===== src/rtl/uart_tx_pkg.sv =====
// Shared types and line levels for the UART transmitter.
package uart_tx_pkg;

  typedef enum logic [2:0] {
    IDLE,
    START_S,
    DATA_S,
    PARITY_S,
    STOP_S
  } uart_tx_state_t;

  localparam logic UART_IDLE_LVL  = 1'b1;
  localparam logic UART_START_LVL = 1'b0;

  // Wide enough to index up to 8 data bits or 2 stop bits.
  localparam int IDX_W = 4;

endpackage


===== src/rtl/uart_baud_gen.sv =====
// Bit-time counter: runs 0..CLKS_PER_BIT-1 and restarts on clr or wrap.
module uart_baud_gen #(
  parameter int CLKS_PER_BIT = 434
) (
  input  logic clk,
  input  logic rst,
  input  logic clr,
  output logic tick,
  output logic pre_tick
);

  localparam int CW = (CLKS_PER_BIT > 2) ? $clog2(CLKS_PER_BIT) : 1;
  localparam logic [CW-1:0] LAST = CW'(CLKS_PER_BIT - 1);
  localparam logic [CW-1:0] PRE  = CW'(CLKS_PER_BIT - 2);

  logic [CW-1:0] count;

  always_ff @(posedge clk or negedge rst) begin
    if (!rst) begin
      count <= '0;
    end else if (clr || tick) begin
      count <= '0;
    end else begin
      count <= count + CW'(1);
    end
  end

  assign tick     = (count == LAST);
  // One cycle ahead of tick, so registered outputs can land on the bit_end cycle.
  assign pre_tick = (count == PRE);

endmodule


===== src/rtl/uart_tx.sv =====
// UART transmitter: start bit, LSB-first data, optional parity, 1 or 2 stop bits.
module uart_tx
  import uart_tx_pkg::*;
#(
  parameter int CLKS_PER_BIT = 434,
  parameter int DATA_BITS    = 8,
  parameter int PARITY_EN    = 0,
  parameter int PARITY_ODD   = 0,
  parameter int STOP_BITS    = 1
) (
  input  logic                 clk,
  input  logic                 rst,
  input  logic                 tx_send,
  input  logic [DATA_BITS-1:0] tx_data,
  output logic                 tx_serial,
  output logic                 tx_busy,
  output logic                 tx_stop_s,
  output logic                 tx_done
);

  localparam logic [IDX_W-1:0] LAST_DATA = IDX_W'(DATA_BITS - 1);
  localparam logic [IDX_W-1:0] LAST_STOP = IDX_W'(STOP_BITS - 1);

  uart_tx_state_t       state, state_d;
  logic [DATA_BITS-1:0] shift_q, shift_d;
  logic [IDX_W-1:0]     idx_q, idx_d;
  logic                 armed_q, armed_d;
  logic                 par_q, par_d;
  logic                 tick, pre_tick, clr, start_go;
  logic                 serial_d, busy_d, stop_d, done_d;

  // Handshake: tx_send is a level request; a frame starts only when the
  // request is seen while armed. The request is acknowledged by tx_stop_s
  // (held for the whole stop phase); dropping tx_send for any cycle re-arms.
  assign start_go = (state == IDLE) && tx_send && armed_q;
  assign clr      = (state_d != state);

  uart_baud_gen #(.CLKS_PER_BIT(CLKS_PER_BIT)) u_baud (
    .clk      (clk),
    .rst      (rst),
    .clr      (clr),
    .tick     (tick),
    .pre_tick (pre_tick)
  );

  always_ff @(posedge clk or negedge rst) begin
    if (!rst) begin
      state     <= IDLE;
      shift_q   <= '0;
      idx_q     <= '0;
      armed_q   <= 1'b1;
      par_q     <= 1'b0;
      tx_serial <= UART_IDLE_LVL;
      tx_busy   <= 1'b0;
      tx_stop_s <= 1'b0;
      tx_done   <= 1'b0;
    end else begin
      state     <= state_d;
      shift_q   <= shift_d;
      idx_q     <= idx_d;
      armed_q   <= armed_d;
      par_q     <= par_d;
      tx_serial <= serial_d;
      tx_busy   <= busy_d;
      tx_stop_s <= stop_d;
      tx_done   <= done_d;
    end
  end

  always_comb begin
    state_d = state;
    case (state)
      IDLE:     if (start_go) state_d = START_S;
      START_S:  if (tick) state_d = DATA_S;
      DATA_S:   if (tick && idx_q == LAST_DATA) state_d = (PARITY_EN != 0) ? PARITY_S : STOP_S;
      PARITY_S: if (tick) state_d = STOP_S;
      STOP_S:   if (tick && idx_q == LAST_STOP) state_d = IDLE;
      default:  state_d = IDLE;
    endcase
  end

  always_comb begin
    shift_d = shift_q;
    par_d   = par_q;
    armed_d = armed_q;
    idx_d   = idx_q;
    if (start_go) begin
      shift_d = tx_data;
      par_d   = (^tx_data) ^ (PARITY_ODD != 0);
      armed_d = 1'b0;
    end
    if (!tx_send) armed_d = 1'b1;
    if (state == DATA_S && tick) shift_d = shift_q >> 1;
    if (clr) begin
      idx_d = '0;
    end else if ((state == DATA_S || state == STOP_S) && tick) begin
      idx_d = idx_q + IDX_W'(1);
    end
  end

  // Outputs are computed from the next-cycle state so they register with it.
  always_comb begin
    serial_d = UART_IDLE_LVL;
    case (state_d)
      START_S:  serial_d = UART_START_LVL;
      DATA_S:   serial_d = shift_d[0];
      PARITY_S: serial_d = par_d;
      default:  serial_d = UART_IDLE_LVL;
    endcase
    busy_d = (state_d != IDLE);
    stop_d = (state_d == STOP_S);
    done_d = (state == STOP_S) && (state_d == STOP_S) && pre_tick && (idx_q == LAST_STOP);
  end

endmodule


===== config.mk =====
export PLATFORM = sky130hd
export DESIGN_NAME = uart_tx
export DESIGN_NICKNAME = d
export VERILOG_FILES = /design/src/rtl/uart_tx_pkg.sv /design/src/rtl/uart_baud_gen.sv /design/src/rtl/uart_tx.sv
export SDC_FILE = /design/constraint.sdc
export NUM_CORES = 1
export LEC_CHECK = 0
export CORE_MARGIN = 5
export CORE_UTILIZATION = 51
export DETAILED_ROUTE_END_ITERATION = 12
export GPL_TIMING_DRIVEN = 0
export HOLD_SLACK_MARGIN = 0.12
export PLACE_DENSITY = 0.75
export SETUP_SLACK_MARGIN = 0.2
export SYNTH_ARGS = -nofsm -noshare
export SYNTH_HDL_FRONTEND = slang
export SYNTH_HIERARCHICAL = 1
export SYNTH_SLANG_ARGS = --single-unit

===== constraint.sdc =====
create_clock -name clk -period 2.15 [get_ports clk]
set_input_delay 0.3225 -clock clk [delete_from_list [all_inputs] [get_ports clk]]
set_output_delay 0.3225 -clock clk [all_outputs]
set_load 0.02 [all_outputs]

==> results of run 1 <==
-- registers in the layout (all words and copies together), names as in the netlist --
| name | cells |
|---|---|
| armed_q | 1 |
| idx_q | 4 |
| par_q | 1 |
| shift_q | 8 |
| state | 3 |
| tx_busy | 1 |
| tx_done | 1 |
| tx_serial | 1 |
| tx_stop_s | 1 |
| u_baud/count | 9 |
-- repair_timing --
| action | 4_1_cts | 5_1_grt |
|---|---|---|
| gates resized for setup | 20 | 17 |
| hold buffers | 0 | 1 |
| setup buffers | 12 | 5 |
| setup endpoints to repair | 24 | 25 |
| pin swaps | 10 | 12 |
| endpoints found under the hold margin | 0 | 28 |
-- cell usage after synthesis (2+ instances only) --
library cell	number	area share [%]
and2_1	4	1.5
ha_1	5	3.9
buf_4	2	0.93
a21oi_1	9	2.8
nand2_1	17	3.9
buf_2	2	0.62
a22oi_1	5	2.3
dfstp_2	2	3.2
xor2_1	2	1.1
nand3_1	4	1.2
or3_1	7	2.7
o21ai_0	8	2.5
nor2_1	12	2.8
xnor2_1	12	6.5
nand4_1	2	0.77
o22ai_1	2	0.77
mux2i_1	2	1.2
dfrtp_1	28	43
nor3_1	2	0.62
inv_1	12	2.8
-- path summary, 6_finish.rpt --
check / slack (ns) / end / start / cells after the start
min in group asynchronous: 0.54 / tx_stop_s / rst / 2
min: 0.50 / armed_q / armed_q / 2
min reg2reg: 0.50 / armed_q / armed_q / 2
max in group asynchronous: 1.12 / u_baud/count[0] / rst / 2
max: -0.02 / tx_serial / u_baud/count[2] / 8
max reg2reg: -0.02 / tx_serial / u_baud/count[2] / 8
-- power groups by stage --
stage / clock [mW] / sequential [mW] / combinational (mW)
after CTS: 0.451 / 0.564 / 0.0601
after detailed placement: 0 / 0.575 / 0.0589
final: 0.447 / 0.564 / 0.0598
after global placement: 0 / 0.575 / 0.0573
after global routing: 0.486 / 0.564 / 0.0662
after floorplan: 0 / 0.575 / 0.0232
-- cell type report --
class                           count  area [sq um]  area share (%)
Multi-Input combinational cell    114         937.1           42.56
Sequential cell                    30         754.5           34.26
Inverter                           12         47.55           2.159
Tap cell                           44         55.05           2.500
Buffer                              5         42.54           1.932
Clock buffer                        5         37.54           1.705
Timing Repair Buffer               32         287.8           13.07
Clock inverter                      3         40.04           1.818
-- cells by family (layout without fill, tap and decap cells) --
| logic type | Yosys count | after routing | synth area share, % |
|---|---|---|---|
| fa+ha+maj | 5 | 5 | 3.861 |
| compound gates | 32 | 32 | 14.59 |
| flops | 30 | 30 | 46.49 |
| xor+xnor | 14 | 14 | 7.568 |
| buf+inv | 17 | 57 | 5.019 |
| mux | 2 | 2 | 1.236 |
| simple gates | 61 | 61 | 21.24 |
-- per-stage QoR --
step / setup WS [ns] / power [mW]
final: -0.01836 / 1.071
after global routing: -0.1065 / 1.117
after CTS: -0.02743 / 1.075
after detailed placement: -0.1773 / 0.6339
after global placement: -0.1160 / 0.6323
after floorplan: 0.05311 / 0.5983
-- per-layer routing --
layer	GRT usage, %	part of all wire, %	vias to the layer above
met1	21.11	42	629
met3	4.082	3.1	10
met2	30.36	52	28
li1	-	-	643
met4	7.868	2.4	0
met5	0	0	-
-- worst register-to-register path, stage by stage (launching register included) --
cell	delay [ns]
dfrtp_1	0.39
or4b_4	0.56
nor3_4	0.20
buf_6	0.15
and4bb_2	0.24
buf_6	0.12
mux2i_2	0.20
and4_1	0.21
a21oi_1	0.05
==> run metrics, run 1 <==
clock network power share 41.8%; Final setup viols 1; DP Cell Count 219; final core utilization 72.13%; pwr dens 486.4 mW/mm^2; slowest cell delay on critical path 0.56 ns; die width 66.37 um; grt ovf 0; drt pass-1 iters 6; Max Transition Viols Final 0; NetSw 0.2350 mW; number of CTS-inserted buffers 5; latest clock arrival within the worst-skew pair 0.34 ns; Slew Limit Headroom 55.67%; Detail Route Antenna Nets 0; Via density 5.347; Syn-to-layout area delta 35.91%; largest net degree at the start of global routing 31; Critical Path RT 2.43 ns; final count of hold timing violations 0; DP HPWL 2308 um; CP Cell Sequence or4b_4 > nor3_4 > buf_6 > and4bb_2 > buf_6 > mux2i_2 > and4_1 > a21oi_1; core footprint 0.003053 sq mm; filler instances 230; startpoint types flip-flop; Syn Nets 177; Max Cap Violations 0; skew final 0.01493 ns; crit path max fanout 4; Initial DRC Count 98; switching share of power 21.94%; CTS Buffer Depth 2; leakage dissipation 0.9644 nW; Mapped Cells 161; clock root buffer clkbuf_4; Non-Filler Instances 245; layout cells sized above 1 34.83%; failing checks setup timing; Internal Power 0.8361 mW; Starting Density 53.07%; Std-Cell Rows 20; RSZ-0062 raised after global routing yes; kind of end point of the critical path flip-flop; final period utilization 100.9%; Net count, final 216; clock slew at reported path FFs 0.11 ns; IR Drop Worst-Case VDD 0.3062 mV; gpl congestion 0.8080; Hold Path Class reg -> reg; via count 1310; crit-path most repeated cell buf_6; Synth cell types 42; final setup TNS -0.01836 ns; clk sinks 30; EDFF count, synth 0; initial antenna violation count 0; outcome complete, but fails checks; CP delay by family, top simple AND/OR/NAND/NOR gates; TritonCTS clock tree yes; DRC 0; Synth Register Bits 30; number of global-route vias before repair 1330; GRT Util Overall 17.79%; sequential share of the synthesized area 46.49%; Ant. Diodes 0; WP buf/inv 2; sequential group share of total power 52.7%; Setup CP Type reg -> reg; fmax 461.2 MHz; H-tree Lvls 2; crit path max-delay cell type or4b_4; Synth Warn # 6; Final Critical Period 2.168 ns; total die area 0.004404 sq mm; final instance area 0.002202 sq mm; dpl cell area 0.001838 sq mm; io pins 15; final wirelength 3622 um; ys flop type dfrtp_1; final worst setup slack -0.01836 ns; Hold WS 0.4976 ns; Gate power share 5.6%; Port Buffers 14; ys async rst share 100.0%; worst-margin pin slew 0.6650 ns; WL/cell 14.78 um; commonest cells after routing, fill and taps aside dfrtp_1 (27), buf_4 (15), clkdlybuf4s50_1 (13); critical path arrival 2.44 ns; first-pass GRT wire length 5899 um; most common cell after layout, fill and taps aside dfrtp_1; syn avg cell area 10.06 sq um; Post-Syn Area 0.001620 sq mm; Die H 66.37 um
No activity file was read; power rests on OpenSTA's default activity.
==> inputs of run 2 (changes only) <==
Settings changed: CORE_ASPECT_RATIO set to 0.6.
==> run metrics, run 2 (synthesized netlist as in run 1, its figures left out) <==
commonest cells after routing, fill and taps aside dfrtp_1 (28), clkdlybuf4s50_1 (13), nor2_1 (12), xnor2_1 (12); pwr dens 587.4 mW/mm^2 (+21%); PnR Total Power 1.336 mW (+25%); failing checks setup timing; grt ovf 0 (unchanged); final worst setup slack -0.01015 ns (+0.008213 ns); Port Buffers 14 (unchanged); DP HPWL 2492 um (+8.0%); met3 usage 6.020% (+1.9 points); Critical Path RT 2.31 ns (-0.12 ns); Setup CP Type reg -> reg; via count 1409 (+7.6%); first-pass GRT wire length 6320 um (+7.1%); Net count, final 215 (-0.46%); final core utilization 76.71% (+4.6 points); gpl congestion 0.8167 (+1.1%); Std-Cell Rows 15 (-25%); most common cell after layout, fill and taps aside dfrtp_1; WL/cell 18.31 um (+24%); critical path arrival 2.32 ns (-0.12 ns); latest clock arrival within the worst-skew pair 0.28 ns (-0.06 ns); drt pass-1 iters 4 (-2); clk sinks 30 (unchanged); layout cells sized above 1 33.50% (-1.3 points); Syn-to-layout area delta 40.39%; Ant. Diodes 0 (unchanged); GR Util met1 28.17% (+7.1 points); core footprint 0.002965 sq mm (-2.9%); DRC 0 (unchanged); Starting Density 54.64% (+1.6 points); CTS Buffer Depth 2 (unchanged); TritonCTS clock tree yes; Max Cap Violations 0 (unchanged); GRT busiest layer met2; IR Drop Worst-Case VDD 0.5368 mV (+75%); largest net degree at the start of global routing 31 (unchanged); worst-margin pin slew 0.6673 ns (+0.002318 ns); die width 82.77 um (+25%); Largest Register u_baud/count; Detail Route Antenna Nets 0 (unchanged); Final Critical Period 2.160 ns (-0.008213 ns); leakage dissipation 0.9872 nW (+2.4%); biggest regs u_baud/count x9, shift_q x8, idx_q x4; Via density 5.822 (+8.9%); Final setup viols 4 (+3); filler instances 190 (-17%); number of global-route vias before repair 1304 (-2.0%); number of CTS-inserted buffers 5 (unchanged); Hold Path Class in -> async; clock root buffer clkbuf_8; GRT Util Overall 19.61% (+1.8 points); GR Layer Usage met2 28.32% (-2.0 points); Die H 53.66 um (-19%); initial antenna violation count 0 (unchanged); kind of end point of the critical path flip-flop; final period utilization 100.5% (-0.38 points); clock slew at reported path FFs 0.07 ns (-0.04 ns); outcome complete, but fails checks; Max Transition Viols Final 0 (unchanged); crit path max fanout 6 (+2); final count of hold timing violations 0 (unchanged); final wirelength 4431 um (+22%); io pins 15 (unchanged); skew final 0.009908 ns (-0.005025 ns); Initial DRC Count 140 (+43%); max reg flops 9 (unchanged); Slew Limit Headroom 55.51% (-0.15 points); H-tree Lvls 2 (unchanged); fmax 462.9 MHz (+0.38%); RSZ-0062 raised after global routing yes; Hold WS 0.06761 ns (-0.4300 ns); total die area 0.004441 sq mm (+0.84%); startpoint types flip-flop
run 2: cell count changes in the layout (fill, tap and decap cells not counted), sizes merged:
cell	previous run	this run
clkinv	2	0
clkbuf	5	6
buf	23	22
dlygate4sd3	1	0
bufinv	1	2
o31ai	1	2
run 2: stage by stage:
stage	setup slack, ns	setup TNS, ns	cells	area, sq um
3_3_place_gp	-0.1330	-1.138	217	1836
5_1_grt	-0.08595	-0.6943	242	2275
3_5_place_dp	-0.1827	-1.732	217	1836
6_report	-0.01015	-0.02116	242	2275
4_1_cts	-0.01009	-0.01009	237	2148
2_1_floorplan	0.05311	0	161	1643
run 2: what timing repair did:
item                                    in CTS  in global routing
cloned                                       1                  0
resized for setup                           17                 20
buffers inserted                            11                  5
hold buffers                                 0                  0
pin swaps                                   11                 14
endpoints found under the setup margin      24                 25
run 2: critical path, stage by stage, from the launching register on:
cell and delay [ns]:
dfrtp_1 0.38, or4b_4 0.56, nor3_4 0.27, buf_4 0.18
nand2_2 0.05, or3_4 0.37, o22ai_2 0.18, a21oi_2 0.05
run 2: worst paths after layout:
check / slack, ns / cells after the start / from / endpoint
worst max-delay path: -0.01 / 7 / u_baud/count[3] / shift_q[5]
worst min-delay path: 0.07 / 1 / rst / u_baud/count[8]
worst max register to register: -0.01 / 7 / u_baud/count[3] / shift_q[5]
worst min register to register: 0.50 / 2 / armed_q / armed_q
max in group asynchronous: 1.64 / 1 / rst / idx_q[2]
min in group clk: 0.50 / 2 / armed_q / armed_q
run 2: power by group:
group	leakage (nW)	internal [mW]	switching, mW	total, mW
Clock	0.0714	0.494	0.217	0.711
Combinational	0.534	0.0301	0.0303	0.0605
Sequential	0.382	0.565	0	0.565
run 2: routing by layer:
layer	up-vias	part of all wire (%)
met1	690	45
li1	641	-
met3	12	6.7
met2	66	47
met5	-	0
met4	0	1.4
run 2: final cells by class:
cell class / instances / area (sq um) / area share [%]
tap: 42 / 52.55 / 2.310
inverter: 12 / 45.04 / 1.980
timing repair buffer: 30 / 281.5 / 12.38
clock buffer: 6 / 82.58 / 3.630
buffer: 5 / 42.54 / 1.870
clock inverter: 2 / 60.06 / 2.640
multi-input combinational: 115 / 957.2 / 42.08
sequential: 30 / 753.2 / 33.11
==> inputs of run 3 (changes only) <==
Settings changed: CORE_MARGIN 5 to 10, CORE_UTILIZATION 51 to 56, PLACE_DENSITY 0.75 to 0.78.
Clock period 2.15 ns to 2.2 ns, I/O delays scaled along.
==> run metrics, run 3 (synthesized netlist as in run 1, its figures left out) <==
kind of end point of the critical path flip-flop; Largest Register u_baud/count; crit path max-delay cell type or4b_4; DP HPWL 2476 um (-0.64%); biggest regs u_baud/count x9, shift_q x8, idx_q x4; final worst setup slack -0.1110 ns (-0.1008 ns); CTS Buffer Depth 2 (unchanged); latest clock arrival within the worst-skew pair 0.28 ns (about the same); most common cell after layout, fill and taps aside dfrtp_1; DRC 0 (unchanged); Net count, final 212 (-1.4%); fmax 432.7 MHz (-6.5%); number of CTS-inserted buffers 5 (unchanged); gpl congestion 0.8384 (+2.7%); Max Transition Viols Final 0 (unchanged); worst r2r src u_baud/count[3]; final count of hold timing violations 0 (unchanged); Via density 6.476 (+11%); worst r2r path cells 8 (+1); Die H 61.67 um (+15%); IR Drop Worst-Case VDD 0.3281 mV (-39%); FF/Latch Area 753.2 sq um (unchanged); worst hold endpoint armed_q; pwr dens 485.1 mW/mm^2 (-17%); Ant. Diodes 0 (unchanged); grt ovf 0 (unchanged); core footprint 0.002628 sq mm (-11%); reg-to-reg endpoint u_baud/count[8]; final setup TNS -0.5768 ns (-0.5556 ns); Hold Path Class reg -> reg; Port Buffers 14 (unchanged); slowest cell delay on critical path 0.57 ns (about the same); first-pass GRT wire length 6078 um (-3.8%); RSZ-0062 raised after global routing yes; die width 89.45 um (+8.1%); filler instances 123 (-35%); outcome complete, but fails checks; commonest cells after routing, fill and taps aside dfrtp_1 (28), clkdlybuf4s50_1 (13), nor2_1 (11), xnor2_1 (11); drt pass-1 iters 5 (+1); critical path arrival 2.45 ns (+0.13 ns); TritonCTS clock tree yes; Setup CP Type reg -> reg; Syn-to-layout area delta 35.75%; final core utilization 83.71% (+7.0 points); Non-Filler Instances 229 (-5.4%); clock slew at reported path FFs 0.07 ns (about the same); Initial DRC Count 265 (+89%); crit path max fanout 6 (unchanged); startpoint types flip-flop; Std-Cell Rows 14 (-1); skew final 0.007346 ns (-0.002563 ns); layout cells sized above 1 32.99% (-0.51 points); area taken by multi-input logic gates 973.4 sq um (+1.7%); Critical Path RT 2.34 ns (+0.03 ns); GRT Util Overall 14.59% (-5.0 points); Final setup viols 13 (+9); Hold WS 0.4938 ns (+0.4262 ns); H-tree Lvls 2 (unchanged); leakage dissipation 0.9337 nW (-5.4%); total die area 0.005516 sq mm (+24%); final period utilization 105.0% (+4.6 points); Hold Path Origin armed_q; Starting Density 61.67% (+7.0 points); flop2flop setup slack -0.11 ns (-0.10 ns); Detail Route Antenna Nets 0 (unchanged); Max Cap Violations 0 (unchanged); DP Cell Count 207 (-4.6%); largest net degree at the start of global routing 31 (unchanged); Slew Limit Headroom 56.78% (+1.3 points); initial antenna violation count 0 (unchanged); max reg flops 9 (unchanged); hold path cells 2; failing checks setup timing; number of global-route vias before repair 1221 (-6.4%); worst-margin pin slew 0.6483 ns (-0.01900 ns); clock root buffer clkbuf_8; final wirelength 4646 um (+4.9%); clk sinks 30 (unchanged); WL/cell 20.29 um (+11%); Final Critical Period 2.311 ns (+0.1508 ns); via count 1483 (+5.3%); io pins 15 (unchanged); CP Cell Sequence or4b_4 > nor3_4 > and2_1 > a22oi_2 > o221ai_4 > inv_2 > o31ai_4 > a21oi_1
run 3: report_power, final:
group	total [mW]	internal, mW	leakage, nW	switching [mW]
logic	0.0605	0.0306	0.504	0.0299
clock network	0.455	0.252	0.0482	0.203
registers	0.552	0.552	0.382	0
total	1.07	0.834	0.934	0.233
run 3: worst max-delay path: cells and delay by family, from the launching register on:
family	cells	cell delay (ns)
flops	1	0.43
compound gates	4	0.52
buf+inv	1	0.11
simple gates	3	1.10
run 3: worst max path at each step:
stage	start	end	cells after the start
final	u_baud/count[3]	u_baud/count[8]	8
after global routing	u_baud/count[3]	u_baud/count[8]	8
after CTS	u_baud/count[3]	idx_q[2]	6
after detailed placement	u_baud/count[2]	u_baud/count[2]	8
after global placement	u_baud/count[6]	u_baud/count[2]	8
after floorplan	u_baud/count[6]	idx_q[2]	6
run 3: layout make-up:
type | instances | share of cell area [%]
Inverter | 12 | 2.048
Buffer | 5 | 1.934
Multi-Input combinational cell | 115 | 44.25
Tap cell | 32 | 1.820
Clock buffer | 7 | 3.925
Timing Repair Buffer | 27 | 11.55
Clock inverter | 1 | 0.2275
Sequential cell | 30 | 34.24
run 3: per-layer routing:
layer  track usage [%]  vias to the layer above  share of wire (%)
met5                 0                        -                  0
met4             5.180                        0                5.0
met3             4.743                       39                8.7
met2             21.73                       99                 46
met1             19.52                      708                 40
li1                  -                      637                  -
run 3: metrics by stage:
stage                     instance area (sq um)  worst slack (ns)  power, mW
after global routing                       2200           -0.1259      1.096
after CTS                                  2023          -0.01004      1.064
after detailed placement                   1818           -0.1577     0.6192
after global placement                     1818          -0.07056     0.6181
after floorplan                            1638            0.1031     0.5847
final                                      2200           -0.1110      1.067
run 3: repair_timing:
action                                  CTS  global route
setup buffers                             7             5
hold buffers                              0             1
gates resized for setup                  12            28
hold endpoints to repair                  0             8
endpoints found under the setup margin   24            24
cloned                                    1             0
pin swaps                                 8            13
